**src/rtl/jellyvl_synctimer_pkg.sv**
```systemverilog
// ============================================================================
//  Module      : jellyvl_synctimer_pkg
//  Description : Shared rate helpers, slew state encoding and step limiter
//                for the synchronised timer family.
//  Revision    : 1.0 - initial release
// ============================================================================
`default_nettype none

package jellyvl_synctimer_pkg;

    typedef enum logic [0:0] {
        SLEW_IDLE   = 1'b0,
        SLEW_ACTIVE = 1'b1
    } slew_state_t;

    // Whole time units advanced per clock.
    function automatic int unsigned count_num(input int unsigned num, input int unsigned den);
        return num / den;
    endfunction

    // Fractional remainder spread over DENOMINATOR clocks.
    function automatic int unsigned count_err(input int unsigned num, input int unsigned den);
        return num % den;
    endfunction

    // Correction applied this cycle: the outstanding magnitude, capped at max_step.
    function automatic logic [63:0] step_mag(input logic [63:0] mag, input logic [63:0] max_step);
        return (mag < max_step) ? mag : max_step;
    endfunction

endpackage

`default_nettype wire

```
**src/rtl/jellyvl_synctimer_timer_slew_if.sv**
```systemverilog
// ============================================================================
//  Module      : jellyvl_synctimer_timer_slew_if
//  Description : Time load / correction request bus and timer outputs.
//  Revision    : 1.0 - initial release
// ============================================================================
`default_nettype none

interface jellyvl_synctimer_timer_slew_if #(
    parameter int unsigned TIMER_WIDTH  = 64,
    parameter int unsigned ADJUST_WIDTH = 16
);
    logic        [TIMER_WIDTH-1:0]  set_time;
    logic                           set_valid;
    logic signed [ADJUST_WIDTH-1:0] adjust_value;
    logic                           adjust_valid;
    logic                           adjust_ready;
    logic                           adjust_busy;
    logic signed [ADJUST_WIDTH-1:0] adjust_remain;
    logic        [TIMER_WIDTH-1:0]  current_time;

    modport master (
        output set_time, set_valid, adjust_value, adjust_valid,
        input  adjust_ready, adjust_busy, adjust_remain, current_time
    );

    modport slave (
        input  set_time, set_valid, adjust_value, adjust_valid,
        output adjust_ready, adjust_busy, adjust_remain, current_time
    );
endinterface

`default_nettype wire

```
**src/rtl/jellyvl_synctimer_frac_step.sv**
```systemverilog
// ============================================================================
//  Module      : jellyvl_synctimer_frac_step
//  Description : Bresenham accumulator; carry_o marks the cycles that take
//                one extra unit so the long-run rate is NUMERATOR/DENOMINATOR.
//  Revision    : 1.0 - initial release
// ============================================================================
`default_nettype none

module jellyvl_synctimer_frac_step
    import jellyvl_synctimer_pkg::*;
#(
    parameter int unsigned NUMERATOR   = 10,
    parameter int unsigned DENOMINATOR = 3
) (
    input  wire logic clk,
    input  wire logic reset,
    output logic      carry_o
);
    localparam int unsigned COUNT_ERR = count_err(NUMERATOR, DENOMINATOR);

    if (COUNT_ERR != 0) begin : g_frac
        // err never reaches DENOMINATOR, so clog2(DENOMINATOR) bits suffice
        localparam int unsigned ERR_W = (DENOMINATOR > 1) ? $clog2(DENOMINATOR) : 1;
        localparam logic [ERR_W-1:0] THRESH = ERR_W'(DENOMINATOR - COUNT_ERR);
        localparam logic [ERR_W-1:0] INC    = ERR_W'(COUNT_ERR);

        logic [ERR_W-1:0] err_q;
        logic [ERR_W-1:0] err_d;
        logic             carry;

        assign carry = (err_q >= THRESH);
        assign err_d = carry ? (err_q - THRESH) : (err_q + INC);

        always_ff @(posedge clk) begin
            if (reset) begin
                err_q <= '0;
            end else begin
                err_q <= err_d;
            end
        end

        assign carry_o = carry;
    end else begin : g_integer
        logic unused_inputs;
        assign unused_inputs = &{1'b0, clk, reset};
        assign carry_o       = 1'b0;
    end

endmodule

`default_nettype wire

```
**src/rtl/jellyvl_synctimer_timer_slew.sv**
```systemverilog
// ============================================================================
//  Module      : jellyvl_synctimer_timer_slew
//  Description : Rational-rate free-running timer that slews signed
//                corrections in at most MAX_STEP per cycle, never backwards.
//                Option macro: JELLYVL_SYNCTIMER_SLEW_ABORT_EN (set aborts slew).
//  Revision    : 1.0 - initial release
// ============================================================================
`default_nettype none

module jellyvl_synctimer_timer_slew
    import jellyvl_synctimer_pkg::*;
#(
    parameter int unsigned NUMERATOR    = 10,
    parameter int unsigned DENOMINATOR  = 3,
    parameter int unsigned TIMER_WIDTH  = 64,
    parameter int unsigned ADJUST_WIDTH = 16,
    parameter int unsigned MAX_STEP     = 1
) (
    input  wire logic                  clk,
    input  wire logic                  reset,
    jellyvl_synctimer_timer_slew_if.slave bus
);
    localparam int unsigned COUNT_NUM = count_num(NUMERATOR, DENOMINATOR);
    localparam int unsigned INC_W_RAW = $clog2(COUNT_NUM + MAX_STEP + 2);
    localparam int unsigned INC_W     = (INC_W_RAW < 1) ? 1 : INC_W_RAW;
    localparam int unsigned MAG_W     = ADJUST_WIDTH + 1;

    if (DENOMINATOR == 0) begin : g_bad_denominator
        $error("DENOMINATOR must be at least 1");
    end
    if (MAX_STEP == 0 || MAX_STEP > COUNT_NUM) begin : g_bad_max_step
        $error("MAX_STEP must lie in 1..NUMERATOR/DENOMINATOR");
    end

    logic                           carry;
    logic        [INC_W-1:0]        base;
    slew_state_t                    state_q,       state_d;
    logic signed [ADJUST_WIDTH-1:0] pending_q,     pending_d;
    logic        [INC_W-1:0]        add_value_q,   add_value_d;
    logic        [TIMER_WIDTH-1:0]  current_time_q, current_time_d;
    logic signed [MAG_W-1:0]        pend_ext;
    logic        [MAG_W-1:0]        mag;
    logic        [INC_W-1:0]        step;

    jellyvl_synctimer_frac_step #(
        .NUMERATOR   (NUMERATOR),
        .DENOMINATOR (DENOMINATOR)
    ) u_frac_step (
        .clk     (clk),
        .reset   (reset),
        .carry_o (carry)
    );

    assign base = INC_W'(COUNT_NUM) + INC_W'(carry);

    // One extra bit so the most-negative request has a representable magnitude
    assign pend_ext = {pending_q[ADJUST_WIDTH-1], pending_q};
    assign mag      = pend_ext[MAG_W-1] ? $unsigned(-pend_ext) : $unsigned(pend_ext);
    assign step     = INC_W'(step_mag(64'(mag), 64'(MAX_STEP)));

    always_ff @(posedge clk) begin
        if (reset) begin
            state_q   <= SLEW_IDLE;
            pending_q <= '0;
        end else begin
            state_q   <= state_d;
            pending_q <= pending_d;
        end
    end

    always_comb begin
        state_d     = state_q;
        pending_d   = pending_q;
        add_value_d = base;
        case (state_q)
            SLEW_IDLE: begin
                if (bus.adjust_valid) begin
                    pending_d = bus.adjust_value;
                    if (bus.adjust_value != '0) begin
                        state_d = SLEW_ACTIVE;
                    end
                end
            end
            SLEW_ACTIVE: begin
                // step never exceeds COUNT_NUM, so base - step cannot go negative
                if (pending_q[ADJUST_WIDTH-1]) begin
                    add_value_d = base - step;
                    pending_d   = pending_q + ADJUST_WIDTH'(step);
                end else begin
                    add_value_d = base + step;
                    pending_d   = pending_q - ADJUST_WIDTH'(step);
                end
                if (mag == MAG_W'(step)) begin
                    state_d = SLEW_IDLE;
                end
            end
            default: begin
                state_d   = SLEW_IDLE;
                pending_d = '0;
            end
        endcase
`ifdef JELLYVL_SYNCTIMER_SLEW_ABORT_EN
        if (bus.set_valid && state_q == SLEW_ACTIVE) begin
            state_d     = SLEW_IDLE;
            pending_d   = '0;
            add_value_d = base;
        end
`endif
    end

    assign current_time_d = (bus.set_valid ? bus.set_time : current_time_q)
                          + TIMER_WIDTH'(add_value_q);

    always_ff @(posedge clk) begin
        if (reset) begin
            add_value_q    <= '0;
            current_time_q <= '0;
        end else begin
            add_value_q    <= add_value_d;
            current_time_q <= current_time_d;
        end
    end

    assign bus.adjust_ready  = (state_q == SLEW_IDLE);
    assign bus.adjust_busy   = (state_q != SLEW_IDLE);
    assign bus.adjust_remain = pending_q;
    assign bus.current_time  = current_time_q;

endmodule

`default_nettype wire

```
**src/flat_wrapper.sv**
```systemverilog
// flat-port wrapper written by rule: the top's interface ports become plain ports
module jellyvl_synctimer_timer_slew_flat import jellyvl_synctimer_pkg::*;
#(
    parameter int unsigned NUMERATOR    = 10,
    parameter int unsigned DENOMINATOR  = 3,
    parameter int unsigned TIMER_WIDTH  = 64,
    parameter int unsigned ADJUST_WIDTH = 16,
    parameter int unsigned MAX_STEP     = 1
)
  (clk, reset, bus_set_time, bus_set_valid, bus_adjust_value, bus_adjust_valid, bus_adjust_ready, bus_adjust_busy, bus_adjust_remain, bus_current_time);
  jellyvl_synctimer_timer_slew_if #(.TIMER_WIDTH(TIMER_WIDTH), .ADJUST_WIDTH(ADJUST_WIDTH)) bus_i ();
  input  wire logic clk;
  input  wire logic reset;
  input wire logic [$bits(bus_i.set_time)-1:0] bus_set_time;
  input wire logic [$bits(bus_i.set_valid)-1:0] bus_set_valid;
  input wire logic [$bits(bus_i.adjust_value)-1:0] bus_adjust_value;
  input wire logic [$bits(bus_i.adjust_valid)-1:0] bus_adjust_valid;
  output wire logic [$bits(bus_i.adjust_ready)-1:0] bus_adjust_ready;
  output wire logic [$bits(bus_i.adjust_busy)-1:0] bus_adjust_busy;
  output wire logic [$bits(bus_i.adjust_remain)-1:0] bus_adjust_remain;
  output wire logic [$bits(bus_i.current_time)-1:0] bus_current_time;
  assign bus_i.set_time = bus_set_time;
  assign bus_i.set_valid = bus_set_valid;
  assign bus_i.adjust_value = bus_adjust_value;
  assign bus_i.adjust_valid = bus_adjust_valid;
  assign bus_adjust_ready = bus_i.adjust_ready;
  assign bus_adjust_busy = bus_i.adjust_busy;
  assign bus_adjust_remain = bus_i.adjust_remain;
  assign bus_current_time = bus_i.current_time;
  jellyvl_synctimer_timer_slew #(.NUMERATOR(NUMERATOR), .DENOMINATOR(DENOMINATOR), .TIMER_WIDTH(TIMER_WIDTH), .ADJUST_WIDTH(ADJUST_WIDTH), .MAX_STEP(MAX_STEP)) u_core (.clk(clk), .reset(reset), .bus(bus_i));
endmodule
```
**config.mk**
```make
export PLATFORM = sky130hd
export DESIGN_NAME = jellyvl_synctimer_timer_slew_flat
export DESIGN_NICKNAME = d
export VERILOG_FILES = /design/src/rtl/jellyvl_synctimer_pkg.sv /design/src/rtl/jellyvl_synctimer_timer_slew_if.sv /design/src/rtl/jellyvl_synctimer_frac_step.sv /design/src/rtl/jellyvl_synctimer_timer_slew.sv /design/src/flat_wrapper.sv
export SDC_FILE = /design/constraint.sdc
export NUM_CORES = 1
export LEC_CHECK = 0
export CORE_MARGIN = 3
export CORE_UTILIZATION = 53
export CTS_CLUSTER_SIZE = 14
export DETAILED_ROUTE_END_ITERATION = 12
export MAX_ROUTING_LAYER = met4
export PLACE_DENSITY = 0.91
export SLEW_MARGIN = 10
export SYNTH_ARGS = -nofsm -noshare
export SYNTH_HDL_FRONTEND = slang
export SYNTH_SLANG_ARGS = --single-unit
export TNS_END_PERCENT = 100
```
**constraint.sdc**
```tcl
create_clock -name clk -period 7.9 [get_ports clk]
set_clock_uncertainty 0.2 [all_clocks]
set_input_delay 0.79 -clock clk [delete_from_list [all_inputs] [get_ports clk]]
set_output_delay 0.79 -clock clk [all_outputs]
set_load 0.005 [all_outputs]
```
==> results.env <==
STATUS='finished, final reports clean'
POST-ROUTE-PERIOD-UTIL_PCT=72.0
SETUP_TOTAL_NEGATIVE_SLACK_PS=0
VIAS_AFTER_DETAILED_ROUTING=6090
GRT_MAX_DEGREE=93
NUM_CTS_BUFFERS=9
CPMAXSTAGEDELAYCELL='sky130_fd_sc_hd__a2111oi_0'
DESIGN.CORE.AREA_MM2=0.0110
YOSYSWARNINGCOUNT=0
FILLCELLCOUNT=797
DIE_X_UM=113
SYNTH-ASYNC-RESET-RATIO_PCT=0
FP.DIEAREA_MM2=0.0127
CTS_RESIZED=0
WORST-PATH-STAGES=19
DRIVE_ABOVE_1_SHARE_PCT=5.26
SLEW_VIOLATIONS=0
VIAS_IN_THE_FIRST_GLOBAL_ROUTE=6010
FINAL-INSTANCE-COUNT-EXCL-FILL=995
GRT_FIRST_PASS_WIRELENGTH_MM=29.0
GRT_USAGE_PCT=28.4
SETUP_VIOL_COUNT_FINAL=0
REMAINING_DRC_ERRORS=0
CTS_MAX_LEVEL=3
FMAX_MHz=176
CRITPATHMAXSTAGEDELAY_PS=830
SYN-MEAN-INSTANCE-AREA_UM2=8.49
IO-PIN-COUNT=166
CRITICAL_PATH_REQUIRED_PS=7870
SETUP.WORST_PATH.START='u_core.bus.adjust_remain[0]'
AREA_GROWTH_FROM_SYNTHESIS_TO_FINAL_LAYOUT_PCT=32.4
DIODES=0
WORST-PATH-BUF-INV=1
CTS-HOLD-FIX-BUFFERS=0
YOSYSSEQAREASHARE_PCT=28.6
USE_MET1_PCT=35.1
FLOORPLAN.INITIALDENSITY_PCT=54.8
MET3_USAGE_PCT=3.67
WORST_SETUP_HOLD_PATH_CLK_SLEW_PS=60
HOLD_VIOL=0
MULTIINPUTGATEAREA_MM2=0.00403
PEAKVDDDROP_V=0.000124
SETUP.WORST_PATH.CLASS='flip-flop to flip-flop'
R2R_SLACK_PS=2210
CP_TOP_FAMILY='compound AO/OA/AOI/OAI gates'
NETLIST-CELL-TYPE-COUNT=71
CORE.ROWCOUNT=38
CAP_VIOLATIONS=0
DIE_H_UM=113
POWER_DENSITY_mW_PER_MM2=186
SYNTH_EDF_COUNT=0
P_SEQ_SHARE_PCT=35.1
CP_COMMON_CELL='sky130_fd_sc_hd__ha_1'
INTERNAL_DISSIPATION_mW=1.00
TIMING.RR.END='u_core.bus.adjust_remain[14]'
CRITPATHARRIVALTIME_PS=5660
SYNTH_FLOP_CELL='sky130_fd_sc_hd__dfxtp_1'
DRT-INITIAL-DRC-COUNT=430
P_SW_SHARE_PCT=32.3
LAYOUT.CELL_AREA.NON_FILLER_MM2=0.00796
TRITONCTS_CLOCK_TREE='built'
AREA.SEQUENTIAL_MM2=0.00172
PWR-SHARE-COMB_PCT=34.6
GLOBAL_ROUTE.PEAK_USAGE_LAYER='met2'
MET2_USE_GR_PCT=46.9
BUFFERS_ADDED_ON_PORTS=165
CTS-ROOT-TO-SINK-BUFFERS=2
STARTPOINT_TYPES='flip-flop'
POST_SYNTH_DESIGN_CELL_AREA_MM2=0.00601
CLKPWRFRAC_PCT=30.2
CRIT_PATH_CELL_TRACE='inv_1 -> ha_1 -> nor2_1 -> mux2i_1 -> o22a_1 -> nor3_1 -> o2111ai_1 -> nor2_1 -> ha_1 -> ha_1 -> nor2b_1 -> ha_1 -> a21o_1 -> a21o_1 -> a2111oi_0 -> o41ai_1 -> a2111o_1 -> a21oi_1 -> a2111oi_0'
CRITPATHCAPTURETYPE='flip-flop'
PLACE_INST=979
POST-DP-HPWL_MM=13.2
FF2FF_PATH_DEPTH=19
ROOT_CELL_OF_THE_CLOCK_TREE='sky130_fd_sc_hd__clkbuf_16'
VIAS_CELL=6.12
TRANSITION_AT_THE_PIN_WITH_THE_SMALLEST_MAX_TRANSITION_SLACK_PS=1060
HOLD_WC_PATH_TYPE='flip-flop to flip-flop'
R2R_START='u_core.bus.adjust_remain[0]'
POSTCTSSETUPREPAIRBUFS=0
WL_PER_CELL_UM=18.0
SYNTHESIS.INSTANCES=708
CLK_LAT_WORST_SKEW_PS=340
SWITCHINGPOWER_mW=0.479
FINALWORSTPATHREQUIREDPERIOD_PS=5690
NUM-NETS-FINAL=958
NUMBER_OF_REGISTER_BITS_INFERRED_BY_SYNTHESIS=86
FINALWEIGHTEDCONGESTION=0.924
STATIC-LEAKAGE-POWER_nW=3.08
DRT_PRE_ANTENNA_ITERS=6
MAX-SLEW-MARGIN-REL_PCT=29.0
GLOBALROUTEOVERFLOWTOTAL=0
RSZ_0062_RAISED_AFTER_GLOBAL_ROUTING='no'
DETAILED_PLACE.AREA_MM2=0.00765
WIRELENGTH_MM=17.9
NUMBER_OF_ANTENNA_VIOLATIONS_AT_THE_FIRST_CHECK_IN_GLOBAL_ROUTING=0
FINAL_ANTENNA_NET_COUNT=0
CLOCK-SINKS=86
CP-ENDPOINT='u_core.bus.adjust_remain[14]'
TIMING.CRITICAL_PATH.FANOUT_MAX=8
## worst min path at each step
stage	cells after the start	start	endpoint
final	1	u_core.u_frac_step.g_frac.err_q[0]	u_core.u_frac_step.g_frac.err_q[1]
after global routing	1	u_core.u_frac_step.g_frac.err_q[0]	u_core.u_frac_step.g_frac.err_q[1]
after CTS	1	u_core.u_frac_step.g_frac.err_q[0]	u_core.u_frac_step.g_frac.err_q[1]
after detailed placement	1	u_core.u_frac_step.g_frac.err_q[0]	u_core.u_frac_step.g_frac.err_q[1]
after global placement	1	u_core.u_frac_step.g_frac.err_q[0]	u_core.u_frac_step.g_frac.err_q[1]
after floorplan	1	u_core.u_frac_step.g_frac.err_q[1]	u_core.u_frac_step.g_frac.err_q[1]
## layout by cell type (no fill, tap or decap), drive strengths merged, types with 4 or more instances in the layout
cell           instances
a2111oi                4
a211oi                23
a21o                  13
a21oi                 42
a31oi                  6
a32oi                  8
and2                   7
and3                  10
buf                    5
clkbuf                14
clkdlybuf4s50        163
dfxtp                 86
ha                    21
inv                   15
mux2                  12
mux2i                 53
nand2                 31
nand2b                 5
nand3                 29
nand3b                16
nand4                 11
nor2                  81
nor2b                 22
nor3                  28
nor4                  11
o21ai                  4
or2                    4
or3                    4
xnor2                 32
xor2                  29
## synth_stat cells, types with 5 or more instances
master | instances | area (µm²)
sky130_fd_sc_hd__dfxtp_1 | 86 | 1720
sky130_fd_sc_hd__and3_1 | 10 | 62.6
sky130_fd_sc_hd__a21oi_1 | 42 | 210
sky130_fd_sc_hd__mux2i_1 | 53 | 531
sky130_fd_sc_hd__and2_1 | 7 | 43.8
sky130_fd_sc_hd__xor2_1 | 29 | 254
sky130_fd_sc_hd__clkbuf_1 | 21 | 78.8
sky130_fd_sc_hd__a32oi_1 | 8 | 70.1
sky130_fd_sc_hd__ha_1 | 21 | 263
sky130_fd_sc_hd__mux2_2 | 12 | 135
sky130_fd_sc_hd__buf_2 | 8 | 40.0
sky130_fd_sc_hd__nor4_1 | 9 | 56.3
sky130_fd_sc_hd__xnor2_1 | 32 | 280
sky130_fd_sc_hd__nor2b_1 | 22 | 138
sky130_fd_sc_hd__inv_1 | 15 | 56.3
sky130_fd_sc_hd__nand4_1 | 10 | 62.6
sky130_fd_sc_hd__nor2_1 | 81 | 304
sky130_fd_sc_hd__nand2b_1 | 5 | 31.3
sky130_fd_sc_hd__nor3_1 | 26 | 130
sky130_fd_sc_hd__nand2_1 | 31 | 116
sky130_fd_sc_hd__nand3_1 | 28 | 140
sky130_fd_sc_hd__nand3b_1 | 16 | 120
sky130_fd_sc_hd__a211oi_1 | 21 | 158
sky130_fd_sc_hd__a21o_1 | 13 | 97.6
sky130_fd_sc_hd__a31oi_1 | 6 | 37.5
## cell families after synthesis
family / Yosys count / share of synthesized area [%]
simple gates: 276 / 24.7
buf+inv: 54 / 4.45
flops: 86 / 28.6
mux: 65 / 11.1
xor+xnor: 61 / 8.88
compound gates: 141 / 16.9
other cells: 1 / 0.0624
fa+ha+maj: 24 / 5.37
## area by class of cell
type	count	area share [%]
clock buffer	14	3.44
sequential	86	21.6
multi-input combinational	569	50.6
clock inverter	2	0.487
tap	140	2.20
inverter	16	0.754
timing repair buffer	168	20.9
## power groups by stage
stage	Clock [mW]	Sequential (mW)	Combinational, mW
after floorplan	0	0.516	0.318
after detailed placement	0	0.527	0.502
after global placement	0	0.524	0.488
after global routing	0.469	0.525	0.562
final	0.448	0.520	0.513
after CTS	0.448	0.519	0.509
## per-layer routing
metal	vias to the layer above	part of all wire (%)
met5	-	0
met3	51	5.9
met1	2902	42
met2	261	48
met4	0	3.3
li1	2876	-
## metrics by stage
stage	util (%)	power [mW]	setup WS [ps]	hold WS (ps)
global route	72.5	1.56	1930	302
global placement	69.7	1.01	2570	275
finish	72.5	1.48	2210	289
floorplan	-	0.833	2880	259
CTS	72.5	1.48	2360	291
detailed placement	69.7	1.03	2400	283
## sequential cells by signal, indices dropped and copies added, names as in the netlist
signal,count
u_core.bus.adjust_remain,16
u_core.bus.adjust_busy,1
u_core.add_value_q,3
u_core.u_frac_step.g_frac.err_q,2
u_core.bus.current_time,64
## worst register-to-register path, stage by stage (launching register included)
cell and delay [ps]:
sky130_fd_sc_hd__dfxtp_1 500, sky130_fd_sc_hd__inv_1 130, sky130_fd_sc_hd__ha_1 290, sky130_fd_sc_hd__nor2_1 130, sky130_fd_sc_hd__mux2i_1 80, sky130_fd_sc_hd__o22a_1 230, sky130_fd_sc_hd__nor3_1 260, sky130_fd_sc_hd__o2111ai_1 260
sky130_fd_sc_hd__nor2_1 240, sky130_fd_sc_hd__ha_1 190, sky130_fd_sc_hd__ha_1 220, sky130_fd_sc_hd__nor2b_1 150, sky130_fd_sc_hd__ha_1 360, sky130_fd_sc_hd__a21o_1 190, sky130_fd_sc_hd__a21o_1 200, sky130_fd_sc_hd__a2111oi_0 830
sky130_fd_sc_hd__o41ai_1 280, sky130_fd_sc_hd__a2111o_1 470, sky130_fd_sc_hd__a21oi_1 170, sky130_fd_sc_hd__a2111oi_0 100
Power figures use the tool's default switching activity.
